--- src/rtl/acq_pkg.sv ---
// acq_pkg: shared state encoding and default widths for the acquisition sequencer
package acq_pkg;
  typedef enum logic [2:0] {IDLE, CLEAR, RUN, DRAIN, DONE} acq_state_t;
  localparam int WIN_W_DEF = 48;
  localparam int REC_W_DEF = 32;
  localparam int CLR_CYCLES_DEF = 4;
  localparam int DRAIN_CYC_DEF = 8;
endpackage

--- src/rtl/acq_phase_timer.sv ---
// acq_phase_timer: loadable down-counter, tc high while the count sits at zero
module acq_phase_timer #(
  parameter int W = 4
) (
  input  logic         clk,
  input  logic         rst,
  input  logic         load,
  input  logic [W-1:0] val,
  output logic         tc
);
  logic [W-1:0] cnt;
  always_ff @(posedge clk)
    if (rst) cnt <= '0;
    else if (load) cnt <= val;
    else if (cnt != '0) cnt <= cnt - W'(1);
  assign tc = cnt == '0;
endmodule

--- src/rtl/acq_sequencer.sv ---
// acq_sequencer: acquisition run controller (IDLE/CLEAR/RUN/DRAIN/DONE); ACQ_REC_LIMIT_EN adds record-count stop
module acq_sequencer
  import acq_pkg::*;
#(
  parameter int WIN_W      = WIN_W_DEF,
  parameter int REC_W      = REC_W_DEF,
  parameter int CLR_CYCLES = CLR_CYCLES_DEF,
  parameter int DRAIN_CYC  = DRAIN_CYC_DEF
) (
  input  logic             clk,
  input  logic             reset,
  input  logic             start,
  input  logic             stop,
  input  logic [WIN_W-1:0] win_len,
`ifdef ACQ_REC_LIMIT_EN
  input  logic [REC_W-1:0] rec_limit,
`endif
  input  logic             data_rdy,
  output logic             operate,
  output logic             reset_counter,
  output logic             busy,
  output logic             done,
  output logic [REC_W-1:0] rec_count,
  output logic [WIN_W-1:0] elapsed
);
  localparam int TW = $clog2((CLR_CYCLES > DRAIN_CYC ? CLR_CYCLES : DRAIN_CYC) + 1);
  acq_state_t state, state_n;
  logic [WIN_W-1:0] win_q;
  logic [REC_W-1:0] rec_n;
  logic accept, rec_inc, win_end, hit_lim, tc, ld;
  logic [TW-1:0] ld_val;
  assign accept  = state == IDLE && start && !stop;
  assign rec_inc = data_rdy && (state == RUN || state == DRAIN);
  assign rec_n   = rec_inc && rec_count != '1 ? rec_count + REC_W'(1) : rec_count;
  assign win_end = win_q != '0 && elapsed == win_q - WIN_W'(1);
`ifdef ACQ_REC_LIMIT_EN
  logic [REC_W-1:0] lim_q;
  always_ff @(posedge clk)
    if (reset) lim_q <= '0;
    else if (accept) lim_q <= rec_limit;
  assign hit_lim = rec_inc && state == RUN && lim_q != '0 && rec_n == lim_q;
`else
  assign hit_lim = 1'b0;
`endif
  always_comb begin
    state_n = state;
    unique case (state)
      IDLE:    state_n = accept ? CLEAR : IDLE;
      CLEAR:   state_n = stop ? DRAIN : tc ? RUN : CLEAR;
      RUN:     state_n = stop || win_end || hit_lim ? DRAIN : RUN;
      DRAIN:   state_n = tc ? DONE : DRAIN;
      DONE:    state_n = IDLE;
      default: state_n = IDLE;
    endcase
  end
  // phase timer reloads on entry to CLEAR or DRAIN so tc marks that phase's last cycle
  assign ld     = state_n != state && (state_n == CLEAR || state_n == DRAIN);
  assign ld_val = state_n == CLEAR ? TW'(CLR_CYCLES - 1) : TW'(DRAIN_CYC - 1);
  acq_phase_timer #(.W(TW)) u_timer (
    .clk (clk),
    .rst (reset),
    .load(ld),
    .val (ld_val),
    .tc  (tc)
  );
  always_ff @(posedge clk)
    if (reset) begin
      state         <= IDLE;
      operate       <= 1'b0;
      reset_counter <= 1'b0;
      busy          <= 1'b0;
      done          <= 1'b0;
      rec_count     <= '0;
      elapsed       <= '0;
      win_q         <= '0;
    end else begin
      state         <= state_n;
      operate       <= state_n == RUN;
      reset_counter <= state_n == CLEAR;
      busy          <= state_n != IDLE;
      done          <= state_n == DONE;
      if (accept) begin
        win_q     <= win_len;
        rec_count <= '0;
        elapsed   <= '0;
      end else begin
        rec_count <= rec_n;
        if (state == RUN && elapsed != '1) elapsed <= elapsed + WIN_W'(1);
      end
    end
endmodule

--- config.mk ---
export PLATFORM = sky130hd
export DESIGN_NAME = acq_sequencer
export DESIGN_NICKNAME = d
export VERILOG_FILES = /design/src/rtl/acq_pkg.sv /design/src/rtl/acq_phase_timer.sv /design/src/rtl/acq_sequencer.sv
export SDC_FILE = /design/constraint.sdc
export NUM_CORES = 1
export LEC_CHECK = 0
export ABC_CLOCK_PERIOD_IN_PS = 4740
export CAP_MARGIN = 10
export CORE_ASPECT_RATIO = 1.75
export CORE_MARGIN = 1.5
export CORE_UTILIZATION = 55
export CTS_CLUSTER_DIAMETER = 30
export DETAILED_ROUTE_END_ITERATION = 8
export DONT_BUFFER_PORTS = 1
export PLACE_DENSITY = 0.7
export SKIP_CTS_REPAIR_TIMING = 1
export SYNTH_ARGS = -nofsm -noshare
export SYNTH_HDL_FRONTEND = slang
export SYNTH_SLANG_ARGS = --single-unit
export TNS_END_PERCENT = 100
--- constraint.sdc ---
create_clock -name clk -period 4.74 [get_ports clk]
set_clock_uncertainty 0.15 [all_clocks]
set_input_delay 0.711 -clock clk [delete_from_list [all_inputs] [get_ports clk]]
set_output_delay 0.711 -clock clk [all_outputs]
set_load 0.03 [all_outputs]
==> flow_summary.toml <==
[power_and_ir_drop]
power.switching_mw = 1.02
pwr-share-clk_pct = 39.5
power.sequential.fraction_pct = 41.2
power.leakage_nw = 2.85
p_comb_share_pct = 19.3
ir_drop_uv = 257
sw_frac_of_total_pct = 32.1
total_power_mw = 3.19
intPower_mw = 2.17
p_per_area_nw_per_um2 = 386

[synthesis]
ys_types = 58
ys.flop_type = "dfxtp_1"
avgSynthCellArea_um2 = 7.73
synth-edff-count = 0
synth_cells = 988
synth_area_um2 = 7630
synth_warnings = 0
async_flop_share_pct = 0
ys_ff_latch = 139
syn_nets = 1046
ys_seq_area_share_pct = 36.5

[finish]
nets = 1022
n_fill_cell = 1295
diodes = 0
areaGrowthSynthToFinish_pct = 8.38
mostFrequentLayoutCells = "nand2_1 (144), dfxtp_1 (139), nor2_1 (117)"
final_common_cell = "nand2_1"
drive_gt1_share_pct = 5.94

[clock_network]
cts_buffers = 17
cts.sinks = 139
cts_tree = "yes"
clockBufferDepth = 2
clkLatencyLatePin_ps = 420
root_buffer = "clkbuf_16"
htree_levels = 4
path_clk_slew_ps = 70

[setup_path]
cp_top_family = "simple AND/OR/NAND/NOR gates"
cp.arrival_ps = 4070
worstSetupStartpointType = "flip-flop"
criticalPathCategory = "reg -> reg"
critPathMaxFanout = 7
ff2ff_path_depth = 10
crit_slowest_cell = "or4b_1"
cp_num_buf_inv = 1
worstSetupPathDepth = 10
crit_chain = "inv_1, ha_1, nor4b_1, nand3_1, a2111oi_2, o22ai_1, or4_1, nor4_1, or4b_1, and3_1"
end_kind = "flip-flop"
critical_path_required_ps = 4900
max_stage_delay_ps = 630

[grt]
antenna_found_initial = 0
grt_pass1_wl_um = 33300
grt_pass1_vias = 6731
grt_overflow = 0
grt.total_usage_pct = 28.8
grtUsageMet3_pct = 7.71
grt_max_degree = 59
grt-busiest-layer = "met2"
use_met1_pct = 28.9
grt_use_met2_pct = 51.9

[run]
drv_cap = 0

[worst_hold_path]
hold_depth = 1
min_path_type = "in -> reg"

[timing]
fmax_ghz = 0.255
setup_viol = 0
slew_headroom_pct = 39.8
hold_viol = 0
grt_setup_unrepaired = "no"
report.final.slew_viol_count = 0
worst_pin_slew_ps = 895
fin_setup_tns_ps = 0
fin_crit_sh_pct = 82.6
post-route-min-period_ps = 3910

[floorplan]
die_h_um = 159
die_w_um = 92.1
rows = 56
top_level_ports = 137
die_area_um2 = 14600
initial_core_util_pct = 56.7
core_area_um2 = 13500

[placed_design]
hpwl_um = 15600
globalplace.congestion = 0.946
io_buffers = 0

[drt]
drt-pass1-iter-count = 5
drc_errors = 0
wirelength_um = 20900
drt_iter0_drc = 402
viasPerCell = 6.02
wl_per_cell_um = 18.1
num_vias = 6931
detail-route-antenna-nets = 0

[run_status]
status = "completed"
-- final cells by class --
class | count | area [um^2] | share of cell area (%)
Sequential cell | 139 | 2780 | 33.6
Clock inverter | 15 | 133 | 1.60
Timing Repair Buffer | 6 | 45.0 | 0.544
Tap cell | 174 | 218 | 2.63
Inverter | 25 | 93.8 | 1.13
Multi-Input combinational cell | 775 | 4580 | 55.3
Clock buffer | 17 | 425 | 5.14
-- synth_stat cells, types with 25 or more instances --
master | instances | area, um^2
nor4_1 | 27 | 169
nor2_1 | 117 | 439
nor3_1 | 27 | 135
xnor2_1 | 70 | 613
xor2_1 | 50 | 438
nand3_1 | 38 | 190
dfxtp_1 | 139 | 2780
nand4_1 | 32 | 200
inv_1 | 25 | 93.8
clkbuf_1 | 44 | 165
a21oi_1 | 78 | 390
nand2_1 | 144 | 541
-- flip-flops by register name, summed over array words and instances, names as in the netlist --
name / flops
win_q: 48
elapsed: 48
done: 1
u_timer.cnt: 4
busy: 1
state: 3
rec_count: 32
operate: 1
reset_counter: 1
-- metrics by stage --
step / util, % / setup slack (ps) / std cells / instance area (um^2) / hold slack, ps
2_1_floorplan: - / 1400 / 988 / 7630 / 310
3_3_place_gp: 57.3 / 952 / 1119 / 7710 / 315
3_5_place_dp: 57.3 / 878 / 1119 / 7710 / 320
4_1_cts: 61.5 / 847 / 1151 / 8270 / 199
5_1_grt: 61.5 / 485 / 1151 / 8270 / 198
6_report: 61.5 / 826 / 1151 / 8270 / 209
-- kinds of logic (layout without fill, tap and decap cells) --
kind of cell,after synthesis,count (layout),synth area share (%)
xor+xnor,120,120,13.8
simple gates,493,493,32.4
flops,139,139,36.5
buf+inv,74,63,3.72
fa+ha+maj,5,5,0.820
compound gates,148,148,11.6
mux,9,9,1.21
-- power by group through the flow --
stage	Sequential, mW	Combinational, mW	Clock (mW)
2_1_floorplan	1.30	0.515	0
3_3_place_gp	1.34	0.607	0
3_5_place_dp	1.34	0.609	0
4_1_cts	1.31	0.614	1.28
5_1_grt	1.32	0.688	1.33
6_report	1.31	0.616	1.26
-- path summary, 6_finish.rpt --
check,start,endpoint,slack (ps)
worst max-delay path,win_q[0],operate,830
worst min-delay path,reset,busy,210
worst max register to register,win_q[0],operate,830
worst min register to register,win_q[47],win_q[47],330
-- routing by layer --
layer | wire [um] | up-vias
li1 | - | 3390
met1 | 7590 | 3255
met2 | 10800 | 222
met3 | 1310 | 64
met4 | 1130 | 0
met5 | 0 | -
Note: power is estimated with default switching activity, not from simulation.
==> edit 1 (config.mk and constraints unchanged) <==
Encoding of `acq_state_t`: now one-hot (5 bits for 5 states).
--- a/src/rtl/acq_pkg.sv
+++ b/src/rtl/acq_pkg.sv
@@ -1,6 +1,6 @@
 // acq_pkg: shared state encoding and default widths for the acquisition sequencer
 package acq_pkg;
-  typedef enum logic [2:0] {IDLE, CLEAR, RUN, DRAIN, DONE} acq_state_t;
+  typedef enum logic [4:0] {IDLE = 5'b00001, CLEAR = 5'b00010, RUN = 5'b00100, DRAIN = 5'b01000, DONE = 5'b10000} acq_state_t;
   localparam int WIN_W_DEF = 48;
   localparam int REC_W_DEF = 32;
   localparam int CLR_CYCLES_DEF = 4;
Check against the original RTL: same outputs for any inputs over 10 cycles, from zero or initial values and one cycle with reset high; not proved beyond that.
==> edit 1 against the original RTL <==
Clock power increased by 5%. Worst setup slack gained 450 ps. Wire length grew 6.9%. Sequential cell count is 2 higher. Area after synthesis increased by 0.98%. Maximum frequency is 13% higher. Utilization shrank 0.64 points. Largest power group is now the clock network. Design area increased by 1.3%. Via count is 2.5% higher. Count of clock-buffer cells in the layout unchanged. Power shrank 4.4%. Sequential power is 3% lower.
==> edit 1: results (changes against the original RTL) <==
grt:
  grt_first_pass_wirelength_um: 35500  # was 33300 um
  grt_max_degree: 61  # was 59
  grt_pass1_vias: 6823  # was 6731
  grt_use_total: 0.310  # was 0.288
setup_path:
  setup.worst_path.end: "u_timer.cnt[3]"  # was operate
  cp_slowest_stage_delay_ps: 720  # was 630 ps
  r2r-end: "u_timer.cnt[3]"  # was operate
  crit_arrival_ps: 3620  # was 4070 ps
  slowest_stage: "nor4_1"  # was or4b_1
place:
  placed_cell_area_sq_um: 7790  # was 7710 sq um
  place_inst: 1127  # was 1119
  hpwl_um: 16800  # was 15600 um
hold_path:
  min_from: "reset"  # unchanged
pwr:
  max-vdd-ir-drop_mv: 0.233  # was 0.257 mV
  leakage_nw: 2.95  # was 2.85 nW
logic_synthesis:
  synth.top_cells.by_count: "nand2_1, dfxtp_1, nor2_1, a21oi_1, xnor2_1"  # unchanged
  synth.distinct_cells: 61  # was 58
  synthTopCellsByArea: "dfxtp_1, xnor2_1, nand2_1, xor2_1, nor2_1"  # was dfxtp_1, xnor2_1, nand2_1, nor2_1, xor2_1
  synth-seq-area-share: 0.366  # was 0.365
  syn-instance-count: 993  # was 988
cells_and_area:
  nets: 1027  # was 1022
  fillers: 1305  # was 1295
  drive_gt1_frac: 0.0570  # was 0.0594
sta:
  hold_viol_final: 0  # unchanged
  max_clock_freq_mhz: 288  # was 255 MHz
  max-slew-margin-rel: 0.305  # was 0.398
  whs_ps: 195  # was 209 ps
outcome:
  status: "complete, no violations"  # unchanged
routing:
  routed_wl_um: 22300  # was 20900 um
  vias_per_cell: 6.13  # was 6.02
  wl_per_cell_um: 19.2  # was 18.1 um
die:
  core-area_sq_um: 13800  # was 13500 sq um
==> edit 1: cell types whose count changed in the layout (fill, tap and decap cells not counted), sizes merged, moves of 5 or more <==
cell / change
nand2: +14
or4: +5
and3: +6
inv: -9
and2: -5
xor2: +10
and4: -5
==> edit 1: cell type report <==
| cell class | count | area, sq um | area share |
|---|---|---|---|
| multi-input cells | 791 | 4650 | 0.555 |
| inverters | 14 | 52.6 | 0.00627 |
| repair buffers | 4 | 42.5 | 0.00508 |
| flip-flops and latches | 141 | 2820 | 0.337 |
| clock buffers | 17 | 425 | 0.0508 |
| clock inverters | 15 | 165 | 0.0197 |
| well taps | 177 | 221 | 0.0264 |
==> edit 1: power by group <==
| group | total [mW] | internal [mW] | switching, mW |
|---|---|---|---|
| combinational | 0.463 | 0.185 | 0.278 |
| clock | 1.32 | 0.708 | 0.609 |
| sequential | 1.27 | 1.22 | 0.0508 |
| total | 3.05 | 2.11 | 0.937 |
==> edit 1: layer usage <==
layer  wire length, um  vias to the layer above  GRT usage
met5                 0                        -          0
met4              1640                        0      0.224
met3              1460                       82     0.0867
met2             11700                      233      0.552
met1              7530                     3342      0.296
li1                  -                     3445          -
==> edit 1: logic make-up (layout without fill, tap and decap cells) <==
logic type / Yosys count / in the layout / synth area share
DFF: 141 / 141 / 0.366
buffers and inverters: 61 / 50 / 0.0323
adders and majority gates: 5 / 5 / 0.00812
muxes: 6 / 6 / 0.00779
AOI/OAI and AO/OA: 144 / 144 / 0.111
and+or+nand+nor: 508 / 508 / 0.329
xor gates and xnor gates: 128 / 128 / 0.145
==> edit 1: worst reg2reg max path, cell delays in order, from the launching register on <==
cell and delay [ps]:
dfxtp_1 400, nor4_1 730, nand4_1 430, nor4_2 450
mux2i_1 120, or3b_1 380, a21oi_1 320, and3b_1 280
a21oi_1 80
==> edit 2 (same settings) <==
Without the edit above. Build with the macro `ACQ_REC_LIMIT_EN` defined.
--- a/src/rtl/acq_sequencer.sv
+++ b/src/rtl/acq_sequencer.sv
@@ -1,4 +1,6 @@
 // acq_sequencer: acquisition run controller (IDLE/CLEAR/RUN/DRAIN/DONE); ACQ_REC_LIMIT_EN adds record-count stop
+`define ACQ_REC_LIMIT_EN
+
 module acq_sequencer
   import acq_pkg::*;
 #(
Interface: changed (added rec_limit); port bits go from 137 to 169. No check against the original RTL was run, so the function may have changed too.
==> edit 2 against the original RTL <==
Sequential power increased by 24%. Wire length increased by 58%. Worst setup slack got worse by 250 ps. Area after synthesis grew 31%. Sequential cell count rose by 32. Highest routed layer unchanged. Power increased by 21%. Design area up 30%. Maximum frequency down 5.9%.
==> edit 2: results (changes against the original RTL) <==
routing:
  first_pass_iters: 7  # was 5
  vias: 9583  # was 6931
  routed_wl_um: 32900  # was 20900 um
  drt-initial-drc-count: 575  # was 402
grt:
  grt_use_total: 0.345  # was 0.288
  grt_max_degree: 89  # was 59
  antenna_found_initial: 0  # unchanged
  grt_pass1_vias: 9442  # was 6731
  grt_first_pass_wirelength_um: 50600  # was 33300 um
cells_and_area:
  fillers: 1749  # was 1295
  reg_top3: "elapsed (48), win_q (48)"  # was elapsed (48), win_q (48), rec_count (32)
  drive_gt1_frac: 0.0674  # was 0.0594
place:
  placed_cell_area_sq_um: 10200  # was 7710 sq um
  gp_congestion: 0.998  # was 0.946
  hpwl_um: 25000  # was 15600 um
  portBuffers: 0  # unchanged
setup_path:
  cp_slowest_stage_delay_ps: 760  # was 630 ps
  slowest_stage: "or4_1"  # was or4b_1
  crit_fanout: 12  # was 7
  critPathTopFamily: "simple AND/OR/NAND/NOR gates"  # unchanged
clocking:
  cts_root_buffer: "clkbuf_16"  # unchanged
  cts_buffers: 17  # unchanged
  clock_latency_ps: 440  # was 420 ps
  htree_levels: 4  # unchanged
logic_synthesis:
  synth-seq-area-share: 0.342  # was 0.365
  synth.distinct_cells: 79  # was 58
  syn-num-nets: 1404  # was 1046
  synth.top_cells.by_count: "nand2_1, dfxtp_1, nor2_1, a21oi_1, xnor2_1"  # unchanged
  postSynth.asyncResetShare: 0  # unchanged
  synth_flop_cell: "dfxtp_1"  # unchanged
  synthTopCellsByArea: "dfxtp_1, nand2_1, xnor2_1, xor2_1, a21oi_1"  # was dfxtp_1, xnor2_1, nand2_1, nor2_1, xor2_1
outcome:
  status: "complete, no violations"  # unchanged
pwr:
  leakage_nw: 3.67  # was 2.85 nW
  max-vdd-ir-drop_mv: 0.363  # was 0.257 mV
sta:
  max-slew-margin-rel: 0.403  # was 0.398
hold_path:
  worst_hold_path_type: "primary input to flop"  # unchanged
edit 2: changes by cell type after synthesis, sizes merged, moves of 8 or more:
cell    before  now
nand2      144  231
dfxtp      139  171
nor4        29   41
nor3        28   44
nor2       117  125
clkbuf      45   65
nand4       32   46
xor2        50   66
nor2b        6   15
buf          4   14
or4          7   19
xnor2       70   81
a21oi       78  106
edit 2: path summary, 6_finish.rpt:
| kind | startpoint | end | slack [ps] | cells past startpoint |
|---|---|---|---|---|
| worst max-delay path | rec_count[21] | reset_counter | 580 | 9 |
| worst min-delay path | reset | lim_q[4] | 190 | 1 |
| worst max register to register | rec_count[21] | reset_counter | 580 | 9 |
| worst min register to register | lim_q[0] | lim_q[0] | 340 | 2 |
edit 2: layout make-up:
cell class,instances,share of cell area
multi-input combinational,1045,0.577
clock inverter,15,0.0152
timing repair buffer,24,0.0179
clock buffer,17,0.0394
inverter,19,0.00661
sequential,171,0.317
tap,234,0.0271
edit 2: cells by family (layout without fill, tap and decap cells):
| family | after synthesis | in the layout | share of synthesized area |
|---|---|---|---|
| flops | 171 | 171 | 0.342 |
| buf+inv | 98 | 75 | 0.0385 |
| xor+xnor | 147 | 147 | 0.128 |
| fa+ha+maj | 5 | 5 | 0.00624 |
| mux | 16 | 16 | 0.0164 |
| compound gates | 212 | 212 | 0.137 |
| simple gates | 665 | 665 | 0.332 |
edit 2: layer usage:
metal  vias to the layer above  part of all wire  track usage
li1                       4567                 -            -
met1                      4538              0.33        0.310
met2                       346              0.54        0.651
met3                       132             0.056       0.0858
met4                         0             0.076        0.258
met5                         -                 0            0
edit 2: worst register-to-register path: stages (launching register included):
cell and delay [ps]:
dfxtp_1 700, nand4_2 270, or4_1 760, o21ai_4 430, mux2_1 220, o2111ai_1 90
or4_1 580, nor4_2 370, nand2_2 180, a2111oi_4 320
edit 2: per-stage QoR:
stage	hold WS (ps)	std cells	total power [mW]	utilization	setup WS, ps
detailed placement	335	1493	2.45	0.568	668
floorplan	305	1314	2.23	-	1210
finish	193	1525	3.85	0.600	580
global route	173	1525	4.02	0.600	373
CTS	169	1525	3.86	0.600	633
global placement	324	1493	2.44	0.568	742
edit 2: power by group:
| group | leakage (nW) | switching, mW | internal (mW) | total [mW] |
|---|---|---|---|---|
| Sequential | 1.39 | 0.120 | 1.51 | 1.63 |
| Clock | 0.279 | 0.628 | 0.785 | 1.41 |
| Combinational | 2.00 | 0.496 | 0.313 | 0.809 |
| Total | 3.67 | 1.24 | 2.61 | 3.85 |
